**src/rtl/outputc_pkg.sv**
```systemverilog
// Shared constants and types for the router output-channel stage.
//   DATAW / VCHW / PORTW are MSB indices: a flit is DATAW+1 bits wide,
//   a VC id VCHW+1 bits, a port id PORTW+1 bits, and per-VC vectors VCH+1 bits.
//   The flit type field sits in the two LSBs of every flit.
package outputc_pkg;

    localparam int DATAW    = 31;
    localparam int DATAW_P1 = DATAW + 1;
    localparam int VCH      = 1;
    localparam int VCHW     = 0;
    localparam int PORTW    = 2;
    localparam int NIN      = 5;

    localparam int TYPE_MSB = 1;
    localparam int TYPE_LSB = 0;

    localparam logic [1:0] TYPE_HEAD     = 2'b10;
    localparam logic [1:0] TYPE_BODY     = 2'b00;
    localparam logic [1:0] TYPE_TAIL     = 2'b11;
    localparam logic [1:0] TYPE_HEADTAIL = 2'b01;

    typedef enum logic {
        ST_IDLE = 1'b0,
        ST_BUSY = 1'b1
    } state_e;

    // A flit closes its packet when it is a tail or a single-flit packet.
    function automatic logic is_tail(input logic [DATAW:0] flit);
        logic [1:0] ftype;
        ftype = flit[TYPE_MSB:TYPE_LSB];
        return (ftype == TYPE_TAIL) || (ftype == TYPE_HEADTAIL);
    endfunction

endpackage

```
**src/rtl/outputc_rr_arb5.sv**
```systemverilog
// 5-way round-robin arbiter (purely combinational).
//   cand    : request vector, one bit per input channel
//   rr_last : index of the most recently granted input (0..4); the search
//             starts at rr_last+1 and wraps, so rr_last has lowest priority
//   gnt     : one-hot grant (all zero when no candidate)
//   index   : binary index of the granted input (0 when no candidate)
module rr_arb5
    import outputc_pkg::*;
(
    input  logic [4:0] cand,
    input  logic [2:0] rr_last,
    output logic [4:0] gnt,
    output logic [2:0] index
);

    logic [2:0] base_s;
    logic [2:0] pos_s;
    logic       found_s;
    int         pos_i;

    // Walk the five inputs starting just after rr_last; first hit wins.
    always_comb begin
        gnt     = 5'b00000;
        index   = 3'd0;
        found_s = 1'b0;
        pos_i   = 0;
        pos_s   = 3'd0;
        // Out-of-range history values behave like "input 4 was last".
        if (rr_last > 3'd4) begin
            base_s = 3'd4;
        end else begin
            base_s = rr_last;
        end
        for (int k = 1; k <= NIN; k++) begin
            pos_i = int'(base_s) + k;
            if (pos_i >= NIN) begin
                pos_i = pos_i - NIN;
            end else begin
                pos_i = pos_i;
            end
            pos_s = 3'(pos_i);
            if (!found_s && cand[pos_s]) begin
                found_s    = 1'b1;
                gnt[pos_s] = 1'b1;
                index      = pos_s;
            end else begin
                found_s = found_s;
            end
        end
    end

endmodule

```
**src/rtl/outputc.sv**
```systemverilog
// Router output-channel stage.
//   Arbitrates the five input channels targeting physical port PCHID, holds a
//   wormhole lock on the granted output VC from head to tail, and registers the
//   owner's flits onto the outgoing link.
//   Ports:
//     clk, rst_                 clock, asynchronous active-low reset
//     idata_N/ivalid_N/ivch_N   flit, valid and requested VC from input N
//     req_N/port_N              switch request and requested port from input N
//     irdy                      per-VC downstream ready (whole packet fits)
//     grt_N                     registered grant to input N
//     odata/ovalid/ovch         registered link flit, valid and VC
//     ordy/olck                 per-VC ready (pass-through) and lock status
//   ROUTERID is for tracing only; PCHID selects which requests are ours.
module outputc
    import outputc_pkg::*;
#(
    parameter int ROUTERID = 0,
    parameter int PCHID    = 0
) (
    input  logic             clk,
    input  logic             rst_,
    input  logic [DATAW:0]   idata_0,
    input  logic [DATAW:0]   idata_1,
    input  logic [DATAW:0]   idata_2,
    input  logic [DATAW:0]   idata_3,
    input  logic [DATAW:0]   idata_4,
    input  logic             ivalid_0,
    input  logic             ivalid_1,
    input  logic             ivalid_2,
    input  logic             ivalid_3,
    input  logic             ivalid_4,
    input  logic [VCHW:0]    ivch_0,
    input  logic [VCHW:0]    ivch_1,
    input  logic [VCHW:0]    ivch_2,
    input  logic [VCHW:0]    ivch_3,
    input  logic [VCHW:0]    ivch_4,
    input  logic             req_0,
    input  logic             req_1,
    input  logic             req_2,
    input  logic             req_3,
    input  logic             req_4,
    input  logic [PORTW:0]   port_0,
    input  logic [PORTW:0]   port_1,
    input  logic [PORTW:0]   port_2,
    input  logic [PORTW:0]   port_3,
    input  logic [PORTW:0]   port_4,
    input  logic [VCH:0]     irdy,
    output logic             grt_0,
    output logic             grt_1,
    output logic             grt_2,
    output logic             grt_3,
    output logic             grt_4,
    output logic [DATAW:0]   odata,
    output logic             ovalid,
    output logic [VCHW:0]    ovch,
    output logic [VCH:0]     ordy,
    output logic [VCH:0]     olck
);

    if (PCHID < 0 || PCHID > 4) begin : g_bad_pchid
        $error("outputc: PCHID must be in 0..4");
    end
    if (ROUTERID < 0) begin : g_bad_routerid
        $error("outputc: ROUTERID must be non-negative");
    end

    localparam logic [PORTW:0] MY_PORT = PCHID[PORTW:0];

    logic [DATAW:0] idata_s [NIN];
    logic [VCHW:0]  ivch_s  [NIN];
    logic [PORTW:0] port_s  [NIN];
    logic [4:0]     ivalid_s;
    logic [4:0]     req_s;

    assign idata_s[0] = idata_0;
    assign idata_s[1] = idata_1;
    assign idata_s[2] = idata_2;
    assign idata_s[3] = idata_3;
    assign idata_s[4] = idata_4;
    assign ivch_s[0]  = ivch_0;
    assign ivch_s[1]  = ivch_1;
    assign ivch_s[2]  = ivch_2;
    assign ivch_s[3]  = ivch_3;
    assign ivch_s[4]  = ivch_4;
    assign port_s[0]  = port_0;
    assign port_s[1]  = port_1;
    assign port_s[2]  = port_2;
    assign port_s[3]  = port_3;
    assign port_s[4]  = port_4;
    assign ivalid_s   = {ivalid_4, ivalid_3, ivalid_2, ivalid_1, ivalid_0};
    assign req_s      = {req_4, req_3, req_2, req_1, req_0};

    state_e          state_r,   state_nxt_s;
    logic [2:0]      owner_r,   owner_nxt_s;
    logic [2:0]      rr_last_r, rr_last_nxt_s;
    logic [VCHW:0]   lvch_r,    lvch_nxt_s;
    logic [VCH:0]    olck_r,    olck_nxt_s;
    logic [4:0]      grt_r,     grt_nxt_s;
    logic [DATAW:0]  odata_r;
    logic            ovalid_r;
    logic [VCHW:0]   ovch_r;

    logic            owner_ok_s;
    logic            accept_s;
    logic            tail_s;
    logic            arb_en_s;
    logic            do_grant_s;
    logic [VCH:0]    lck_eff_s;
    logic [4:0]      cand_s;
    logic [4:0]      gnt_s;
    logic [2:0]      gidx_s;

    // Owner-side flit acceptance and tail detection for the current cycle.
    always_comb begin
        owner_ok_s = (owner_r < 3'd5);
        if ((state_r == ST_BUSY) && owner_ok_s) begin
            accept_s = ivalid_s[owner_r];
            tail_s   = ivalid_s[owner_r] && is_tail(idata_s[owner_r]);
        end else begin
            accept_s = 1'b0;
            tail_s   = 1'b0;
        end
    end

    // Candidate qualification; the VC being released by a tail counts as
    // free already, which lets the next packet be granted without a bubble.
    always_comb begin
        lck_eff_s = olck_r;
        if (tail_s) begin
            lck_eff_s[lvch_r] = 1'b0;
        end else begin
            lck_eff_s = olck_r;
        end
        for (int n = 0; n < NIN; n++) begin
            cand_s[n] = req_s[n] && (port_s[n] == MY_PORT)
                        && irdy[ivch_s[n]] && !lck_eff_s[ivch_s[n]];
        end
    end

    // rr_last_r already holds the current owner, so on a tail the owner
    // is automatically last in priority and wins only when it is alone.
    rr_arb5 u_arb (
        .cand    (cand_s),
        .rr_last (rr_last_r),
        .gnt     (gnt_s),
        .index   (gidx_s)
    );

    assign arb_en_s   = (state_r == ST_IDLE) || tail_s;
    assign do_grant_s = arb_en_s && (|gnt_s);

    // Next-state logic: grant, hold the wormhole lock, or release on a tail.
    always_comb begin
        state_nxt_s   = state_r;
        owner_nxt_s   = owner_r;
        rr_last_nxt_s = rr_last_r;
        lvch_nxt_s    = lvch_r;
        olck_nxt_s    = olck_r;
        grt_nxt_s     = grt_r;
        case (state_r)
            ST_IDLE: begin
                if (do_grant_s) begin
                    state_nxt_s                   = ST_BUSY;
                    owner_nxt_s                   = gidx_s;
                    rr_last_nxt_s                 = gidx_s;
                    lvch_nxt_s                    = ivch_s[gidx_s];
                    olck_nxt_s                    = '0;
                    olck_nxt_s[ivch_s[gidx_s]]    = 1'b1;
                    grt_nxt_s                     = gnt_s;
                end else begin
                    olck_nxt_s = '0;
                    grt_nxt_s  = 5'b00000;
                end
            end
            ST_BUSY: begin
                if (do_grant_s) begin
                    state_nxt_s                   = ST_BUSY;
                    owner_nxt_s                   = gidx_s;
                    rr_last_nxt_s                 = gidx_s;
                    lvch_nxt_s                    = ivch_s[gidx_s];
                    olck_nxt_s                    = '0;
                    olck_nxt_s[ivch_s[gidx_s]]    = 1'b1;
                    grt_nxt_s                     = gnt_s;
                end else if (tail_s) begin
                    state_nxt_s = ST_IDLE;
                    olck_nxt_s  = '0;
                    grt_nxt_s   = 5'b00000;
                end else begin
                    // Wormhole: hold grant and lock regardless of req/irdy.
                    state_nxt_s = ST_BUSY;
                end
            end
            default: begin
                state_nxt_s   = ST_IDLE;
                owner_nxt_s   = 3'd0;
                rr_last_nxt_s = 3'd4;
                lvch_nxt_s    = '0;
                olck_nxt_s    = '0;
                grt_nxt_s     = 5'b00000;
            end
        endcase
    end

    // Arbitration/lock state registers.
    always_ff @(posedge clk or negedge rst_) begin
        if (!rst_) begin
            state_r   <= ST_IDLE;
            owner_r   <= 3'd0;
            rr_last_r <= 3'd4;
            lvch_r    <= '0;
            olck_r    <= '0;
            grt_r     <= 5'b00000;
        end else begin
            state_r   <= state_nxt_s;
            owner_r   <= owner_nxt_s;
            rr_last_r <= rr_last_nxt_s;
            lvch_r    <= lvch_nxt_s;
            olck_r    <= olck_nxt_s;
            grt_r     <= grt_nxt_s;
        end
    end

    // Link register: only the owner's accepted flit ever reaches odata.
    always_ff @(posedge clk or negedge rst_) begin
        if (!rst_) begin
            odata_r  <= '0;
            ovalid_r <= 1'b0;
            ovch_r   <= '0;
        end else if (accept_s) begin
            odata_r  <= idata_s[owner_r];
            ovalid_r <= 1'b1;
            ovch_r   <= lvch_r;
        end else begin
            odata_r  <= '0;
            ovalid_r <= 1'b0;
            ovch_r   <= '0;
        end
    end

    assign grt_0  = grt_r[0];
    assign grt_1  = grt_r[1];
    assign grt_2  = grt_r[2];
    assign grt_3  = grt_r[3];
    assign grt_4  = grt_r[4];
    assign odata  = odata_r;
    assign ovalid = ovalid_r;
    assign ovch   = ovch_r;
    assign olck   = olck_r;
    assign ordy   = irdy;

endmodule

```
**config.mk**
```make
export PLATFORM = sky130hd
export DESIGN_NAME = outputc
export DESIGN_NICKNAME = d
export VERILOG_FILES = /design/src/rtl/outputc_pkg.sv /design/src/rtl/outputc_rr_arb5.sv /design/src/rtl/outputc.sv
export SDC_FILE = /design/constraint.sdc
export NUM_CORES = 1
export LEC_CHECK = 0
export BUFFER_PORTS_ARGS = -buffer_cell sky130_fd_sc_hd__buf_2
export CORE_MARGIN = 10
export CORE_UTILIZATION = 50
export CTS_BUF_LIST = sky130_fd_sc_hd__clkbuf_2 sky130_fd_sc_hd__clkbuf_4 sky130_fd_sc_hd__clkbuf_8
export DETAILED_ROUTE_END_ITERATION = 8
export PLACE_DENSITY = 0.89
export SLEW_MARGIN = 20
export SYNTH_ARGS = -nofsm -noshare
export SYNTH_HDL_FRONTEND = slang
export SYNTH_SLANG_ARGS = --single-unit
```
**constraint.sdc**
```tcl
create_clock -name clk -period 13.3 [get_ports clk]
set_input_delay 1.33 -clock clk [delete_from_list [all_inputs] [get_ports clk]]
set_output_delay 1.33 -clock clk [all_outputs]
set_load 0.005 [all_outputs]
```
* Word-level counts from Yosys, hierarchy flattened
Index checks and enable logic that the tools add are counted.
** Storage, ports and cells
- Register bits after elaboration :: 49
- Bits of input ports :: 194
- Output and inout port bits :: 43
- Logic and storage cells :: 198
** Operators by class
- $add $sub $neg :: 10
- Magnitude comparators :: 29
- Equal/unequal tests :: 3
- Mux-type cells :: 92
- Bitwise gates (word level) :: 9
- Reduce and logical (&&, ||, !) cells :: 46
** Operator list (number)
- $bmux W32 S3 :: 1
- $mux W32 :: 3
- $mux W1 :: 47
- $mux W5 :: 8
- $mux W3 :: 12
- $logic_and A1 B1 Y1 :: 29
- $lt A3 B4 Y1 const B :: 6
- $bmux W1 S3 :: 7
- $ge A4 B3 Y1 const B :: 5
- $or A5 B5 Y5 :: 4
- $demux W1 S3 :: 5
- $ge A3 B1 Y1 const B :: 5
- $logic_not A3 Y1 :: 5
- $sub A3 B3 Y3 const B :: 5
- $lt A1 B2 Y1 const B :: 7
- $pmux W5 S2 :: 1
- $logic_not A1 Y1 :: 9
- $add A3 B2 Y4 const B :: 2
- $add A3 B3 Y4 const B :: 2
- $ge A4 B4 Y1 const B :: 2
- $mux W2 :: 4
- $not A3 Y4 :: 2
- $reduce_or A5 Y1 :: 1
- $add A3 B1 Y4 const B :: 1
- other kinds (13) :: 16

* Depth between registers and ports, before layout
- Depth in word-level cells :: 38
- Mapped depth :: 17
- Mapped depth without buffers :: 16

* Hierarchy
From an unflattened synthesis, not the netlist that was laid out.
** Unflattened totals
- Cells, all modules :: 368
- Area total of the unflattened synthesis :: 3907.5 um2
** Modules (own cells, without submodules)
- outputc :: instances 1, cells an instance 221, area an instance 2872.8 um2, seq. area each 1177.4 um2
- rr_arb5 :: instances 1, cells an instance 147, area an instance 1034.7 um2, seq. area each 0.0 um2

* Worst setup path after synthesis
Ideal clock, no wire load.
- Path kind :: input to register
- Start :: input port idata_3[0]
- End :: register owner_r[1]
- Library setup time :: 125 ps
- Arrival time :: 4532 ps
- Data required time :: 13175 ps
- Path slack :: 8643 ps
- Cell stages on the path :: 12
- Path buffers :: 0
- Path through :: mux2_2 -> a221oi_4 -> a21boi_1 -> a21bo_2 -> a2111oi_4 -> o22ai_2 -> a2111oi_2 -> and3_1 -> a211oi_1 -> and3b_1 -> a21oi_2 -> mux2_4
** Between the ends
- Cells in the longest elaborated chain, start to end :: 29
- Elaborated cells on any way between the ends :: 69
- Classes of those cells :: eq/ne (2); mux (40); bitwise (4); reduce/logical (23)
** Ends and longest elaborated chain
- start, declared :: RTL line outputc.sv:25 : input logic [DATAW:0] idata_3,
- $bmux W32 S3 (*) :: RTL line outputc.sv:118 : tail_s = ivalid_s[owner_r] && is_tail(idata_s[owner_r]);
- $mux W32 (*) (2 in a row)
- $eq A2 B2 Y1 or $eq A2 B1 Y1 (tied branches) :: RTL line outputc_pkg.sv:31 : return (ftype == TYPE_TAIL) || (ftype == TYPE_HEADTAIL);
- $logic_or A1 B1 Y1 (*) :: RTL line outputc_pkg.sv:31
- $logic_and A1 B1 Y1 (*) :: RTL line outputc.sv:118
- $mux W1 (*) :: RTL line outputc.sv:116 : if ((state_r == ST_BUSY) && owner_ok_s) begin
- $mux W2 :: RTL line outputc.sv:129 : if (tail_s) begin
- $mux W1 (not written as such) (2 in a row) :: RTL line outputc.sv:136 : && irdy[ivch_s[n]] && !lck_eff_s[ivch_s[n]];
- [... 11 more ...]
- $logic_not A1 Y1 :: RTL line outputc_rr_arb5.sv:42 : if (!found_s && cand[pos_s]) begin
- $logic_and A1 B1 Y1 :: RTL line outputc_rr_arb5.sv:42
- $mux W1 :: RTL line outputc_rr_arb5.sv:42
- $logic_not A1 Y1 :: RTL line outputc_rr_arb5.sv:42
- $logic_and A1 B1 Y1 :: RTL line outputc_rr_arb5.sv:42
- $mux W5 :: RTL line outputc_rr_arb5.sv:42
- $reduce_or A5 Y1 :: RTL line outputc.sv:150 : assign do_grant_s = arb_en_s && (|gnt_s);
- $logic_and A1 B1 Y1 :: RTL line outputc.sv:150
- end signal, assigned :: RTL line outputc.sv:215 : owner_r <= owner_nxt_s;
- end, declared :: RTL line outputc.sv:94 : logic [2:0] owner_r, owner_nxt_s;
Every way passes the cells marked *; elsewhere a longest branch is shown, timed or not. The select of a mux whose other input is x is not followed.
A chain may end at the register's enable or synchronous reset.

* Final worst setup path
- Start :: register rr_last_r[2]
- End :: register owner_r[1]
** Between the ends
- Cells in the longest elaborated chain, start to end :: 22
- Elaborated cells on any way between the ends :: 86
- Classes of those cells :: add/sub (10); order compare (16); mux (41); bitwise (4); reduce/logical (15)
** Ends and longest elaborated chain
- start, declared :: RTL line outputc.sv:95 : logic [2:0] rr_last_r, rr_last_nxt_s;
- start signal, assigned :: RTL line outputc.sv:216 : rr_last_r <= rr_last_nxt_s;
- $gt A3 B3 Y1 :: RTL line outputc_rr_arb5.sv:29 : if (rr_last > 3'd4) begin
- $mux W3 (*) :: RTL line outputc_rr_arb5.sv:29
- parallel branches: the longest is 20 deep, another holds $add A3 B1 Y4
Mark *: on every way between the ends. The select of a mux whose other input is x is not followed.

==> flow_metrics.env <==
export IMPL_groute_usage_overall_pct=26.9
export IMPL_yosysUniqueCellTypes=83
export IMPL_dpl_hpwl_mm=15.1
export IMPL_netlist_instances=440
export IMPL_start_kind="flip-flop"
export IMPL_clk_latency_ns=0.30
export IMPL_min_period_ns=5.31
export IMPL_hold_buffers=0
export IMPL_worstPathRequired_ns=13.48
export IMPL_seqPwrFrac_pct=18.9
export IMPL_setup_viol=0
export IMPL_slew_headroom_pct=47.4
export IMPL_fin_cells=765
export IMPL_postSynthAreaPerCell_um2=9.67
export IMPL_synthFlopType="dfrtp_1"
export IMPL_synth_edf_count=0
export IMPL_row_count=33
export IMPL_wl_per_cell_um=24.0
export IMPL_cts_clk_slew_worst_paths_ns=0.09
export IMPL_critical_path_arrival_ns=5.49
export IMPL_comb_power_share_pct=74.2
export IMPL_grt_pass1_wl_mm=27.7
export IMPL_p_int_mw=0.612
export IMPL_cts_sinks=47
export IMPL_place_area_um2=5480
export IMPL_p_clk_share_pct=6.9
export IMPL_yosys_warnings=0
export IMPL_syn2layout_area_growth_pct=31.1
export IMPL_grt_overflow=0
export IMPL_fin_setup_tns_ns=0
export IMPL_cts_root_buffer="clkbuf_8"
export IMPL_gp_congestion=0.955
export IMPL_cts_tree="done"
export IMPL_worstSetupPathType="flip-flop to flip-flop"
export IMPL_cts_resized=0
export IMPL_dp_cells=757
export IMPL_rsz0062_at_grt="no"
export IMPL_avgViaCountPerCell=6.35
export IMPL_grt_pass1_vias=5055
export IMPL_maxCapViolCount=0
export IMPL_dieHeight_um=112
export IMPL_fin_crit_sh_pct=39.9
export IMPL_ys_seq_area_share_pct=27.7
export IMPL_cts_made_buffers=5
export IMPL_layout_nets=859
export IMPL_grt_start_max_net_pins=50
export IMPL_layout_drive_gt1_share_pct=48.0
export IMPL_p_total_mw=1.25
export IMPL_layout_common_cells="buf_2, nor2_1, dfrtp_1, a22oi_1, mux4_2"
export IMPL_num_vias=4855
export IMPL_yosysTopAreaCell="dfrtp_1"
export IMPL_coreArea_um2=8260
export IMPL_p_leak_nw=2.66
export IMPL_fp_dieW_um=112
export IMPL_power_switching_mw=0.641
export IMPL_diodes=0
export IMPL_skew_ns=0.00516
export IMPL_endpoint_kind="flip-flop"
export IMPL_tightest_slew_ns=0.790
export IMPL_drc_errors=0
export IMPL_status="finished, final reports clean"
export IMPL_die_area_um2=12600
export IMPL_clockBufferDepth=2
export IMPL_p_per_area_nw_per_um2=225
export IMPL_io_pins=237
export IMPL_path_max_fanout=24
export IMPL_hold_viol=0
export IMPL_irDropWorstVdd_uv=99.7
export IMPL_drtAntennaViolNets=0
export IMPL_synth_top_area_share_pct=27.1
export IMPL_fin_area_um2=5580
export IMPL_netSwitchingFraction_pct=51.1
export IMPL_routed_wl_mm=18.3
export IMPL_syn_area_um2=4250
export IMPL_final_common_cell="buf_2"
export IMPL_fmax_ghz=0.188
export IMPL_slew_violations=0
export IMPL_hp_class="flip-flop to flip-flop"
export IMPL_portBuffers=236
export IMPL_antenna_found_initial=0
export IMPL_ys_async_sr_fraction_pct=100
export IMPL_synth_seq_cells=47
export IMPL_utilization_pct=67.5
export IMPL_htreeDepth=2
export IMPL_initial_core_util_pct=51.5
export IMPL_first_pass_iters=5
export IMPL_drt_iter0_drc=505
export IMPL_synth_area_top_cells="dfrtp_1, mux4_2, a22oi_1"
export IMPL_syn_nets=640
export IMPL_post_cts_buffers=0
## state kept, by name (all words and copies together) (netlist names)
register and cells:
olck 2, ovalid 1, owner_r 3, odata 32, lvch_r 1, state_r 1, ovch 1, grt_r 5
rr_last_r 1
## worst max-delay path, stage by stage (launching register included)
cell and delay (ns):
dfstp_2 0.87, inv_1 0.22, nand2_1 0.23, ha_1 0.19, ha_1 0.43, nor3_1 0.12
o2111a_1 0.16, and2_1 0.16, a32oi_1 0.44, o311a_1 0.37, nand2_1 0.19, a2111oi_2 0.58
and3_1 0.32, a211oi_1 0.08, and3b_1 0.24, a21oi_2 0.26, mux2_4 0.32
## final cells by class
class	count	area, µm²
multi-input combinational	356	2930
inverter	9	33.8
timing repair buffer	240	1210
fill	680	2680
tap	105	131
clock inverter	2	12.5
clock buffer	6	76.3
sequential	47	1180
## metrics by stage
step                      setup slack (ns)  hold WS [ns]
after floorplan                       8.64         0.463
after global placement                7.95         0.478
after detailed placement              7.92         0.466
after CTS                             8.15         0.496
after global routing                  7.68         0.524
final                                 7.99         0.495
## per-layer routing
metal  up-vias  routed length (µm)  GRT usage, %
li1       2163                   -             -
met1      2369                6880          32.1
met2       285                9460          47.2
met3        38                1600          6.39
met4         0                 376          7.45
met5         -                   0             0
## synthesized netlist by cell type (4+ instances only)
master / instances
and3_1: 4
o21a_1: 7
nor3_1: 10
nor2_1: 61
ha_1: 6
buf_1: 5
a21oi_1: 12
nor4b_1: 4
a22oi_1: 35
mux2i_1: 12
nand2_1: 30
nor3b_1: 4
o21ai_0: 8
o21ai_1: 7
nand3b_1: 4
nand2b_1: 7
and2_1: 6
a221oi_1: 4
a31oi_1: 6
dfrtp_1: 46
clkbuf_1: 20
mux2_2: 4
nand3_1: 10
a211oi_1: 5
nor2b_1: 4
inv_1: 9
mux4_2: 31
## cell families after synthesis
group                      Yosys count  share of synthesized area, %
and+or+nand+nor                    164                          19.9
AOI/OAI and AO/OA                  136                          25.9
muxes                               48                          20.7
DFF                                 47                          27.7
buffers and inverters               37                          3.62
adders and majority gates            6                          1.77
xor gates and xnor gates             2                         0.412
## power by group through the flow
stage | sequential (mW) | combinational (mW) | clock, mW
after floorplan | 0.219 | 0.683 | 0
after global placement | 0.237 | 0.890 | 0
after detailed placement | 0.238 | 0.912 | 0
after CTS | 0.236 | 0.915 | 0.0862
after global routing | 0.241 | 1.01 | 0.0943
final | 0.237 | 0.930 | 0.0861
## final timing paths
path	end	slack, ns	from	cells after the start
min in group asynchronous	odata[28]	1.03	rst_	1
worst max register to register	owner_r[1]	7.99	rr_last_r[2]	16
worst max-delay path	owner_r[1]	7.99	rr_last_r[2]	16
worst min register to register	grt_r[1]	0.49	grt_r[1]	2
max in group asynchronous	owner_r[1]	11.85	rst_	1
worst min-delay path	grt_r[1]	0.49	grt_r[1]	2
(Power assumes the default switching activity.)
